**src/rtl/rv_dec_pkg.sv**
```systemverilog
// Shared definitions for the decode/immediate stage: opcodes, extender
// select codes, the decoded-field record and the skid buffer states.
package rv_dec_pkg;

    localparam logic [6:0] OP_IMM = 7'b0010011;
    localparam logic [6:0] LOAD   = 7'b0000011;
    localparam logic [6:0] JALR   = 7'b1100111;
    localparam logic [6:0] STORE  = 7'b0100011;
    localparam logic [6:0] BRANCH = 7'b1100011;
    localparam logic [6:0] LUI    = 7'b0110111;
    localparam logic [6:0] AUIPC  = 7'b0010111;
    localparam logic [6:0] JAL    = 7'b1101111;
    localparam logic [6:0] OP     = 7'b0110011;

    localparam logic [1:0] IMM_SEL_I  = 2'b00;
    localparam logic [1:0] IMM_SEL_S  = 2'b01;
    localparam logic [1:0] IMM_SEL_B  = 2'b10;
    localparam logic [1:0] IMM_SEL_UJ = 2'b11;

    // Everything the next stage needs, stored per buffer entry so the
    // outputs come straight from flops.
    typedef struct packed {
        logic [11:0] imm_i;
        logic [11:0] imm_s;
        logic [11:0] imm_b;
        logic [19:0] imm_uj;
        logic [1:0]  imm_sel;
        logic        imm_used;
        logic [4:0]  rs1;
        logic [4:0]  rs2;
        logic [4:0]  rd;
        logic [6:0]  opcode;
        logic        illegal;
    } dec_fields_t;

    // Occupancy of the 2-entry skid buffer.
    typedef enum logic [1:0] {
        BUF_EMPTY = 2'd0,
        BUF_ONE   = 2'd1,
        BUF_FULL  = 2'd2
    } buf_state_e;

endpackage

```
**src/rtl/rv_field_decode.sv**
```systemverilog
// Purely combinational split of an instruction word into the raw immediate
// fields, extender select and register/opcode fields.
module rv_field_decode
    import rv_dec_pkg::*;
(
    input  logic [31:0] instr,
    output dec_fields_t fields
);

    // Raw fields are always extracted; the opcode only picks select/flags
    // and whether the 20-bit field uses U or J bit ordering.
    always_comb begin
        fields          = '0;
        fields.imm_i    = instr[31:20];
        fields.imm_s    = {instr[31:25], instr[11:7]};
        fields.imm_b    = {instr[31], instr[7], instr[30:25], instr[11:8]};
        fields.imm_uj   = instr[31:12];
        fields.imm_sel  = IMM_SEL_I;
        fields.imm_used = 1'b1;
        fields.illegal  = 1'b0;
        fields.rs1      = instr[19:15];
        fields.rs2      = instr[24:20];
        fields.rd       = instr[11:7];
        fields.opcode   = instr[6:0];
        case (instr[6:0])
            OP_IMM, LOAD, JALR: fields.imm_sel = IMM_SEL_I;
            STORE:              fields.imm_sel = IMM_SEL_S;
            BRANCH:             fields.imm_sel = IMM_SEL_B;
            LUI, AUIPC:         fields.imm_sel = IMM_SEL_UJ;
            JAL: begin
                fields.imm_sel = IMM_SEL_UJ;
                fields.imm_uj  = {instr[31], instr[19:12], instr[20], instr[30:21]};
            end
            OP:                 fields.imm_used = 1'b0;
            default: begin
                fields.illegal  = 1'b1;
                fields.imm_used = 1'b0;
            end
        endcase
    end

endmodule

```
**src/rtl/decode_imm_stage.sv**
```systemverilog
// Decode register stage in front of the immediate extender: field decoder,
// 2-entry skid buffer of decoded records, and an output-handshake counter.
module decode_imm_stage
    import rv_dec_pkg::*;
#(
    parameter int CNT_W = 16
) (
    input  logic             clk,
    input  logic             rst_n,
    input  logic             flush,
    input  logic             in_valid,
    input  logic [31:0]      in_instr,
    output logic             in_ready,
    output logic             out_valid,
    input  logic             out_ready,
    output logic [11:0]      imm_i,
    output logic [11:0]      imm_s,
    output logic [11:0]      imm_b,
    output logic [19:0]      imm_uj,
    output logic [1:0]       imm_sel,
    output logic             imm_used,
    output logic [4:0]       rs1,
    output logic [4:0]       rs2,
    output logic [4:0]       rd,
    output logic [6:0]       opcode,
    output logic             illegal,
    output logic [CNT_W-1:0] dec_count
);

    buf_state_e       state_q, state_d;
    dec_fields_t      head_q, head_d;
    dec_fields_t      tail_q, tail_d;
    logic [CNT_W-1:0] count_q, count_d;
    dec_fields_t      dec_in;
    logic             in_hs;
    logic             out_hs;

    rv_field_decode u_decode (
        .instr  (in_instr),
        .fields (dec_in)
    );

    assign in_ready  = (state_q != BUF_FULL);
    assign out_valid = (state_q != BUF_EMPTY);
    assign in_hs     = in_valid && in_ready;
    assign out_hs    = out_valid && out_ready;

    // Next-state logic: flush wins and leaves the data registers untouched,
    // so the field outputs keep showing the last head while out_valid is low.
    always_comb begin
        state_d = state_q;
        head_d  = head_q;
        tail_d  = tail_q;
        count_d = count_q;
        if (flush) begin
            state_d = BUF_EMPTY;
        end else begin
            if (out_hs) begin
                count_d = count_q + 1'b1;
            end
            case (state_q)
                BUF_EMPTY: begin
                    if (in_hs) begin
                        head_d  = dec_in;
                        state_d = BUF_ONE;
                    end
                end
                BUF_ONE: begin
                    if (in_hs && out_hs) begin
                        head_d = dec_in;
                    end else if (in_hs) begin
                        tail_d  = dec_in;
                        state_d = BUF_FULL;
                    end else if (out_hs) begin
                        state_d = BUF_EMPTY;
                    end
                end
                BUF_FULL: begin
                    if (out_hs) begin
                        head_d  = tail_q;
                        state_d = BUF_ONE;
                    end
                end
                default: state_d = BUF_EMPTY;
            endcase
        end
    end

    // State, buffer entries and counter; reset clears everything at once.
    always_ff @(posedge clk or negedge rst_n) begin
        if (!rst_n) begin
            state_q <= BUF_EMPTY;
            head_q  <= '0;
            tail_q  <= '0;
            count_q <= '0;
        end else begin
            state_q <= state_d;
            head_q  <= head_d;
            tail_q  <= tail_d;
            count_q <= count_d;
        end
    end

    assign imm_i     = head_q.imm_i;
    assign imm_s     = head_q.imm_s;
    assign imm_b     = head_q.imm_b;
    assign imm_uj    = head_q.imm_uj;
    assign imm_sel   = head_q.imm_sel;
    assign imm_used  = head_q.imm_used;
    assign rs1       = head_q.rs1;
    assign rs2       = head_q.rs2;
    assign rd        = head_q.rd;
    assign opcode    = head_q.opcode;
    assign illegal   = head_q.illegal;
    assign dec_count = count_q;

endmodule

```
**config.mk**
```make
export PLATFORM = sky130hd
export DESIGN_NAME = decode_imm_stage
export DESIGN_NICKNAME = d
export VERILOG_FILES = /design/src/rtl/rv_dec_pkg.sv /design/src/rtl/rv_field_decode.sv /design/src/rtl/decode_imm_stage.sv
export SDC_FILE = /design/constraint.sdc
export NUM_CORES = 1
export LEC_CHECK = 0
export ABC_AREA = 1
export CAP_MARGIN = 0
export CORE_MARGIN = 3
export CORE_UTILIZATION = 61
export CTS_BUF_LIST = sky130_fd_sc_hd__clkbuf_4 sky130_fd_sc_hd__clkbuf_8
export CTS_CLUSTER_SIZE = 16
export DETAILED_ROUTE_END_ITERATION = 10
export PLACE_DENSITY = 0.89
export SLEW_MARGIN = 20
export SYNTH_ARGS = -nofsm -noshare
export SYNTH_HDL_FRONTEND = slang
export SYNTH_HIERARCHICAL = 1
export SYNTH_SLANG_ARGS = --single-unit
export TNS_END_PERCENT = 30
```
**constraint.sdc**
```tcl
create_clock -name clk -period 3.2 [get_ports clk]
set_input_delay 0.32 -clock clk [delete_from_list [all_inputs] [get_ports clk]]
set_output_delay 0.32 -clock clk [all_outputs]
set_load 0.01 [all_outputs]
```
### Word level (Yosys, flattened, before mapping)

Index checks and enable logic that the tools add are counted.

* flip-flop bits (word level): 182
* input bits: 37
* output and inout bits: 100

* $add $sub $neg: 1
* equal/unequal tests: 19
* mux-type cells: 15
* bitwise operators: 2
* reductions and logical operators: 13

Operators with widths (number)
* 2-to-1 mux 82 bit: 3
* case mux 82 bit (3 select lines): 1
* equality test 7 x 6 -> 1 bit, second input constant: 3
* equality test 7 bit, second input constant: 3
* 2-to-1 mux 19 bit: 1
* adder 16 x 1 -> 16 bit, second input constant: 1
* equality test 7 x 5 -> 1 bit, second input constant: 2
* 2-to-1 mux 2 bit: 6
* case mux 2 bit (3 select lines): 2
* != test 3 bit, second input constant: 3
* OR reduction 9 bit: 1
* != test 2 bit, second input constant: 4
* AND reduction 4 bit: 2
* OR reduction 8 bit: 1
* equality test 7 x 2 -> 1 bit, second input constant: 1
* AND reduction 5 bit: 1
* != test 4 bit, second input constant: 1
* logical AND 1 bit: 3
* nonzero test 3 bit: 1
* OR reduction 3 bit: 1
* equality test 2 x 1 -> 1 bit, second input constant: 1
* equality test 2 bit, second input constant: 1
* logical NOT 2 bit: 1
* 2-to-1 mux 1 bit: 2
* other kinds (3): 4

### Depth between registers and ports, before layout

* depth in word-level cells: 7
* depth in mapped cells: 12

### Hierarchy

The synthesis kept the hierarchy.

By module, submodules not included
* decode_imm_stage: times used 1, cells each 941, area an instance 8156.6 µm², seq. area each 4554.4 µm²
* rv_field_decode: times used 1, cells each 148, area an instance 914.6 µm², seq. area each 0.0 µm²

### Worst setup path before layout

No wires, ideal clock.

* kind: register to register
* start point: register count_q[0] (netlist: dec_count[0])
* end point: register count_q[8] (netlist: dec_count[8])
* arrival: 1.295 ns
* data required time: 3.080 ns
* slack: 1.785 ns
* stages on the path, launching flop included: 9
* cell sequence: dfrtp_1 -> ha_1 -> inv_1 -> nor2_1 -> inv_1 -> nor2_4 -> nand2_1 -> o21ai_1 -> nand2_1

* word-level cells in the longest chain between the ends: 1

RTL lines
* start, declared: line decode_imm_stage.sv:33 `logic [CNT_W-1:0] count_q, count_d;`
* start signal, assigned: line decode_imm_stage.sv:100 `count_q <= count_d;`
* adder 16 x 1 -> 16 bit: line decode_imm_stage.sv:59 `count_d = count_q + 1'b1;`

Every way passes these cells.
A chain may end at the register's enable or synchronous reset.

### Final worst setup path

* start point: register state_q[0]
* end point: output in_ready

* word-level cells in the longest chain between the ends: 1

RTL lines
* start, declared: line decode_imm_stage.sv:30 `buf_state_e state_q, state_d;`
* start signal, assigned: line decode_imm_stage.sv:97 `state_q <= state_d;`
* != test 2 bit: line decode_imm_stage.sv:43 `assign in_ready = (state_q != BUF_FULL);`
* end, declared: line decode_imm_stage.sv:13 `output logic in_ready,`

Every way passes these cells.

==> run summary <==
Max Root-Sink Buffers = 2
Port Buffer Count = 136
Top_reg_cell synth = dfrtp_1
Seq/Total Area, Yosys = 50.2%
Rows = 43
Share of cells above drive strength 1 = 6.60%
Total Nets Final = 1179
DR WL/cell = 14.9 um
First-pass GRT wire length = 32900 um
Cell count after synthesis = 1089
Number of global-route vias before repair = 6720
Synth Area in XOR/XNOR = 0.676%
Relative slew slack = 43.7%
Final Hold Fails = 0
Final Max Slew Viols = 0
Post-route DRC = 0
Ports = 137
Mapped Area = 9070 um2
EDFF count, synth = 0
Layout fillers = 1080
Gr usage total = 25.2%
Setup TNS = 0 ns
H-tree depth = 4
Adder-Cell Fraction of Synth Area = 0.138%
Worst slew pin tran = 0.842 ns
Drt total wl = 19900 um
Layout Utilization = 73.1%
Pwr Density = 666 nW/um2
CP max-delay cell = clkdlybuf4s50_1
Max Freq = 381 MHz
Most frequent cells in the layout = 202 x nand2_1, 182 x dfrtp_1, 152 x nor2_1
CP endpoint kind = output pin
Clock latency at the later pin of the worst-skew pair = 0.45 ns
Max_cap viols = 0
Register bit total from synthesis = 182
Syn Nets = 1127
Cell leakage power = 4.86 nW
Core area = 14200 um2
Mux share of post-synthesis cell area = 0%
Post-cts gate resize count = 0
Post-route ant nets = 0
R2R depth = 7
TritonCTS clock tree = done
VDD IR max = 0.357 mV
Largest net degree at the start of global routing = 86
YS warnings = 6
Overall power = 6.91 mW
Antenna Cells = 0
Largest family of logic cells by synthesized area = compound AO/OA/AOI/OAI gates
Critical Path Source Type = register
Gpl congestion = 0.896
Status = completed
Max FO, Critical Path = 72
Clk pin slew, worst setup/hold paths = 0.08 ns
Clock skew = 0.00676 ns
Total clock sinks = 182
Async set or reset register ratio after synthesis = 100%
Cell chain of the critical path = inv_2 > nand2_4 > buf_4 > clkdlybuf4s50_1
Area grow syn2layout = 14.4%
Antenna violations before repair = 0
DR vias = 7122
Synth Area in Compound Gates = 17.8%
Final setup viols = 0
Root buffer cell = clkbuf_8
Overflow after GRT = 0
First-pass detailed-route iteration total = 6
Reg2Reg Launch Point = state_q[1]
Final cell count without fillers = 1332
Number of CTS-inserted buffers = 17
Max incr delay on CP = 0.67 ns
Die height = 128 um
CP arrival = 2.30 ns
Reg-to-reg endpoint = tail_q[37]
Hold Crit Class = in2async
Die width = 128 um
Netlist cell types = 30
Routed vias/inst = 5.35
Hold slack = 0.467 ns
Avg Synthesized Cell Area = 8.33 um2
RSZ-0062 raised after global routing = false
Final period utilization = 81.9%
Initial Util = 63.9%
Commonest non-fill, non-tap cell in the layout = nand2_1
Critical path class = reg2out
Reg2Reg Setup Slack = 1.27 ns
DR iter-0 viols = 585
DIE AREA = 16400 um2
Synth Area in Simple Gates = 17.7%
Critical path required time = 2.88 ns
Placed insts = 1301
Post-DP HPWL = 13500 um
Minimum clock period = 2.62 ns
-- sequential cells by signal, summed over array words and instances, names as in the netlist --
| signal | flops |
|---|---|
| imm_s | 12 |
| illegal | 1 |
| dec_count | 16 |
| opcode | 7 |
| tail_q | 82 |
| rs2 | 5 |
| imm_i | 12 |
| imm_uj | 20 |
| rs1 | 5 |
| imm_used | 1 |
| imm_sel | 2 |
| imm_b | 12 |
| rd | 5 |
| state_q | 2 |
-- metrics by stage --
step | setup slack (ns) | cell area [um2]
3_3_place_gp | 0.784 | 10000
4_1_cts | 0.548 | 10400
5_1_grt | 0.417 | 10400
6_report | 0.579 | 10400
2_1_floorplan | 1.78 | 9070
3_5_place_dp | 0.683 | 10000
-- per-layer routing --
metal / GRT usage, % / wire, um
met4: 6.87 / 281
met2: 39.5 / 9600
met5: 0 / 0
met1: 35.3 / 8670
met3: 6.29 / 1320
-- cells by family (layout without fill, tap and decap cells) --
logic type / count (synthesis) / in the layout
and+or+nand+nor: 394 / 394
AOI/OAI and AO/OA: 274 / 274
buffers and inverters: 231 / 294
DFF: 182 / 182
xor gates and xnor gates: 7 / 7
adders and majority gates: 1 / 1
-- cell type report --
cell class,instances,area [um2],share of cell area (%)
Clock inverter,6,30.0,0.289
Timing Repair Buffer,149,1540,14.8
Inverter,115,432,4.16
Multi-Input combinational cell,676,3310,31.9
Clock buffer,24,293,2.82
Tap cell,180,225,2.17
Sequential cell,182,4550,43.9
-- worst max-delay path, delay by kind of cell, from the launching register on --
family	cells	cell delay, ns
AND/OR/NAND/NOR	1	0.07
flip-flops	1	0.45
buffers and inverters	3	1.33
-- power breakdown --
group          total [mW]  internal [mW]  switching [mW]  leakage [nW]
clock network        1.35          0.593           0.755         0.180
logic                2.13           1.06            1.07          2.57
registers            3.43           3.03           0.401          2.11
-- Yosys cell counts (2+ instances only) --
cell	number	share of area, %
o21ai_0	18	0.99
nand4_1	3	0.21
nand2_1	203	8.4
buf_4	66	5.5
nand2_4	2	0.25
buf_6	6	0.74
nand3_1	12	0.66
xnor2_1	3	0.29
a21oi_2	9	0.87
dfrtp_1	182	50
o21a_1	82	6.8
nand3b_1	2	0.17
inv_2	4	0.17
nor2_4	5	0.62
a21oi_1	120	6.6
buf_2	38	2.1
clkbuf_1	5	0.21
inv_1	111	4.6
o21ai_1	44	2.4
xor2_1	4	0.39
nor2_1	153	6.3
nand2_2	6	0.41
nor2_2	4	0.28
-- worst max path at each step --
stage | start | to | slack, ns
floorplan | dec_count[0] | dec_count[8] | 1.78
global placement | in_instr[4] | illegal | 0.78
detailed placement | in_instr[0] | imm_uj[2] | 0.68
CTS | state_q[0] | in_ready | 0.55
global route | state_q[0] | in_ready | 0.42
finish | state_q[0] | in_ready | 0.58
-- timing repair --
| item | 4_1_cts | 5_1_grt |
|---|---|---|
| hold endpoints to repair | 81 | 0 |
| hold buffers | 1 | 0 |
| buffers inserted | 0 | 0 |
No activity file was read; power rests on OpenSTA's default activity.
